<file path="src/rtl/handshake_cdc_rx.sv">
// Receive side of a toggle request/acknowledge bus crossing.
// The sender holds data_i stable and flips its request toggle. Once that
// toggle reaches this domain through the synchronizer, this block captures
// data_i into a small FIFO and mirrors the toggle back on ack_o. Captured
// words leave on a valid/ready stream.
//
// Stream handshake: a word moves downstream on every clk edge where
// valid_o && ready_i. valid_o never depends on ready_i. While valid_o is
// high and ready_i is low, valid_o and data_o hold stable. While valid_o is
// low, ready_i is ignored.
module handshake_cdc_rx #(
    parameter int WIDTH = 32,
    parameter int DEPTH = 4,
    localparam int PTR_W = $clog2(DEPTH)
) (
    input  logic             clk,
    input  logic             reset_n,
    input  logic             req_sync_i,
    input  logic [WIDTH-1:0] data_i,
    output logic             ack_o,
    output logic             valid_o,
    input  logic             ready_i,
    output logic [WIDTH-1:0] data_o,
    output logic [PTR_W:0]   count_o
);

    localparam logic [PTR_W:0] FULL_COUNT = (PTR_W + 1)'(DEPTH);

    logic [WIDTH-1:0] mem [DEPTH];
    logic [PTR_W-1:0] wr_ptr;
    logic [PTR_W-1:0] rd_ptr;
    logic             pend;
    logic             push;
    logic             pop;

    // A request is pending while the sender's toggle differs from our ack.
    // Full is judged on the registered count, so a pop that frees a slot
    // only allows the stalled request in on the following edge.
    always_comb begin
        pend = (req_sync_i != ack_o);
        push = pend && (count_o != FULL_COUNT);
        pop  = valid_o && ready_i;
    end

    assign valid_o = (count_o != '0);
    assign data_o  = mem[rd_ptr];

    // Storage write: capture the held sender bus into the slot at wr_ptr.
    always_ff @(posedge clk or negedge reset_n) begin
        if (!reset_n) begin
            for (int i = 0; i < DEPTH; i++) begin
                mem[i] <= '0;
            end
        end else if (push) begin
            mem[wr_ptr] <= data_i;
        end
    end

    // Write pointer and ack toggle advance together, once per captured request.
    always_ff @(posedge clk or negedge reset_n) begin
        if (!reset_n) begin
            wr_ptr <= '0;
            ack_o  <= 1'b0;
        end else if (push) begin
            wr_ptr <= wr_ptr + 1'b1;
            ack_o  <= req_sync_i;
        end
    end

    // Read pointer advances on every accepted output word; DEPTH is a power
    // of two, so natural wrap gives the modulo.
    always_ff @(posedge clk or negedge reset_n) begin
        if (!reset_n) begin
            rd_ptr <= '0;
        end else if (pop) begin
            rd_ptr <= rd_ptr + 1'b1;
        end
    end

    // Occupancy: +1 on push, -1 on pop, unchanged when both or neither.
    always_ff @(posedge clk or negedge reset_n) begin
        if (!reset_n) begin
            count_o <= '0;
        end else begin
            case ({push, pop})
                2'b10:   count_o <= count_o + 1'b1;
                2'b01:   count_o <= count_o - 1'b1;
                default: count_o <= count_o;
            endcase
        end
    end

endmodule
</file>
<file path="config.mk">
export PLATFORM = sky130hd
export DESIGN_NAME = handshake_cdc_rx
export DESIGN_NICKNAME = d
export VERILOG_FILES = /design/src/rtl/handshake_cdc_rx.sv
export SDC_FILE = /design/constraint.sdc
export NUM_CORES = 1
export LEC_CHECK = 0
export ABC_AREA = 1
export CORE_MARGIN = 5
export CORE_UTILIZATION = 63
export CTS_BUF_LIST = sky130_fd_sc_hd__clkbuf_8
export DETAILED_ROUTE_END_ITERATION = 10
export PLACE_DENSITY_LB_ADDON = 0.05
export SYNTH_ARGS = -nofsm -noshare
export SYNTH_HDL_FRONTEND = slang
export SYNTH_SLANG_ARGS = --single-unit
export TNS_END_PERCENT = 5
</file>
<file path="constraint.sdc">
create_clock -name clk -period 3.6 [get_ports clk]
set_clock_uncertainty 0.15 [all_clocks]
set_input_delay 0.36 -clock clk [delete_from_list [all_inputs] [get_ports clk]]
set_output_delay 0.36 -clock clk [all_outputs]
set_load 0.005 [all_outputs]
</file>
==> metrics.md <==
| Metric | Value |
|---|---|
| Status | finished clean |
| Clock transition at the registers of the reported paths | 0.07 ns |
| Max-cap violations | 0 |
| Final Hold Fails | 0 |
| Sequential fraction of the synthesis area | 51.3% |
| Synth-to-layout area growth | 15.7% |
| Number of flops mapped to enable cells by yosys | 0 |
| Top delay family on crit path | buffers and inverters |
| Mapped Nets | 851 |
| Ys async rst share | 100% |
| Fmax | 328 MHz |
| Worst path required time | 3.09 ns |
| Lkg Pwr | 3.77 nW |
| Nets | 880 |
| Total grt overflow | 0 |
| Slew HR | 13.3% |
| GRT Util Overall | 30.1% |
| Initial antenna violation count | 0 |
| Synth warn | 0 |
| Post-Syn Area | 6640 µm² |
| Mean post-synth cell area | 8.20 µm² |
| Area leader, netlist | dfrtp_1 |
| Placer Congestion | 0.808 |
| Antenna Nets Post-Route | 0 |
| Drt initial violations | 735 |
| Area fraction of the dominant cell type after synthesis | 51.3% |
| Final Util | 74.7% |
| Max clock buf depth | 2 |
| PwrDens | 997 nW/µm² |
| Die Span Y | 113 µm |
| Ratio of cells with drive above 1 in the final layout | 6.70% |
| First-pass DRT Iterations | 5 |
| Main synth FF type | dfrtp_1 |
| Leading cell types by count after synthesis | 272 x nand2_1, 136 x dfrtp_1, 129 x nand4_1, 66 x o21ai_0, 65 x nor2_1 |
| Worst Setup End Kind | output pin |
| Max-slew violation count | 0 |
| WL/cell | 18.4 µm |
| Wire length after detailed routing | 18,200 µm |
| Port Buffer Count | 72 |
| Htree depth | 4 |
| Worst stage delay on the critical path | 0.54 ns |
| Worst-Margin Slew | 1.30 ns |
| Hold Path Class | flip-flop to flip-flop |
| RSZ-0062 raised after global routing | no |
| # setup viols final | 0 |
| Layout Cells excl Fill | 987 |
| CP Cell Sequence | inv_1 > buf_4 > o21ai_0 > o22ai_1 > clkdlybuf4s50_1 |
| First-pass GRT wire length | 30,800 µm |
| Setup crit start kind | flip-flop |
| Post-CTS Setup Bufs | 0 |
| Fin crit share | 84.8% |
| Root buf cell | clkbuf_8 |
| Worst Path Buf+Inv | 3 |
| Largest net degree at the start of global routing | 129 |
| I/O pins | 73 |
| CP max-delay cell | clkdlybuf4s50_1 |
| DR vias | 6,174 |
| Vias in the first global route | 6,199 |
| Die X | 113 µm |
| Clock sinks | 136 |
| Core ar. | 10,300 µm² |
| Post-Route Setup TNS | 0 ns |
| DPL Wire Length | 9820 µm |
| Yosys cell types | 23 |
| Final routed DRC violation total | 0 |
| DR vias/cell | 6.26 |
| Worst skew pair latency | 0.45 ns |
| Antenna cells | 0 |
| Row cnt | 37 |
| Largest fanout on the critical path | 22 |
| Worst vdd ir | 1.14 mV |
| Die Area | 12,700 µm² |
| Worst EP arrival | 2.54 ns |
| Top cells by area, synth | dfrtp_1 51%, nand2_1 15%, nand4_1 12% |
| Synthesized instance count | 809 |
| CTS tree | yes |
| Critical path type | flip-flop to output pin |
| Starting density of the core | 64.6% |
| Fin crit period | 3.05 ns |
| Inserted Clock Buffers | 17 |
| Fillers | 789 |
| Synth Register Bits | 136 |
| Dominant cell by count in the synthesized netlist | nand2_1 |
| DP Cell Count | 954 |
-- stage by stage --
| step | worst slack (ns) | power, mW | cell area (µm²) | hold slack [ns] |
|---|---|---|---|---|
| floorplan | 1.36 | 4.84 | 6640 | -0.0856 |
| global placement | 1.08 | 6.17 | 7250 | 0.298 |
| detailed placement | 0.950 | 6.30 | 7250 | 0.303 |
| CTS | 0.563 | 7.64 | 7680 | 0.321 |
| global route | 0.398 | 8.23 | 7680 | 0.333 |
| finish | 0.547 | 7.65 | 7680 | 0.318 |
-- final cells by class --
| class | count | area, µm² | area share (%) |
|---|---|---|---|
| Sequential cell | 136 | 3400 | 44.3 |
| Tap cell | 136 | 170 | 2.22 |
| Inverter | 12 | 45.0 | 0.587 |
| Clock inverter | 13 | 153 | 1.99 |
| Clock buffer | 19 | 262 | 3.41 |
| Multi-Input combinational cell | 583 | 2790 | 36.4 |
| Timing Repair Buffer | 88 | 853 | 11.1 |
-- kinds of logic after synthesis --
family / share of synthesized area, %
and+or+nand+nor: 32.2
DFF: 51.3
AOI/OAI and AO/OA: 8.07
buffers and inverters: 6.83
adders and majority gates: 1.24
xor gates and xnor gates: 0.396
-- state kept, by name (all words and copies together) (netlist names) --
signal,count
count_o,3
wr_ptr,2
ack_o,1
mem,128
rd_ptr,2
-- metal layers --
layer	wire (µm)	GRT usage, %	vias to the layer above
met3	1700	6.58	36
met4	368	11.5	0
li1	-	-	2825
met2	8620	47.7	361
met1	7510	40.8	2952
met5	0	0	-
-- power breakdown --
part | leakage, nW | switching [mW] | internal, mW | total [mW]
clock network | 0.211 | 0.597 | 0.715 | 1.31
logic | 1.85 | 2.27 | 1.48 | 3.74
registers | 1.70 | 0.372 | 2.23 | 2.60
-- placed cells by master (no fill, tap or decap), types with 6 or more instances in the layout --
cell type,netlist,routed
nand4_1,129,129
nand2_1,272,271
clkdlybuf4s50_1,0,71
dfrtp_1,136,135
buf_4,3,15
o21ai_0,66,66
clkinv_2,0,6
nor2_1,65,65
clkbuf_8,0,19
inv_1,10,10
o22ai_1,32,32
-- final timing paths --
path                       slack, ns  startpoint   endpoint  depth (start not counted)
setup / recovery                0.55   rd_ptr[1]  data_o[4]                          5
hold / removal                  0.32     mem[65]    mem[65]                          2
setup reg to reg                0.99  count_o[1]    mem[52]                          6
hold reg to reg                 0.32     mem[65]    mem[65]                          2
max in group asynchronous       2.11     reset_n    mem[38]                          3
min in group asynchronous       0.36     reset_n    mem[34]                          2
-- tightest hold or removal path, cell delays in order, from the launching register on --
cell	delay, ns
dfrtp_1	0.34
nand2_1	0.05
nand2_1	0.05
-- timing repair --
item	CTS	global route
hold buffers	1	0
endpoints found under the hold margin	53	0
gates resized for setup	0	0
Power figures use the tool's default switching activity.
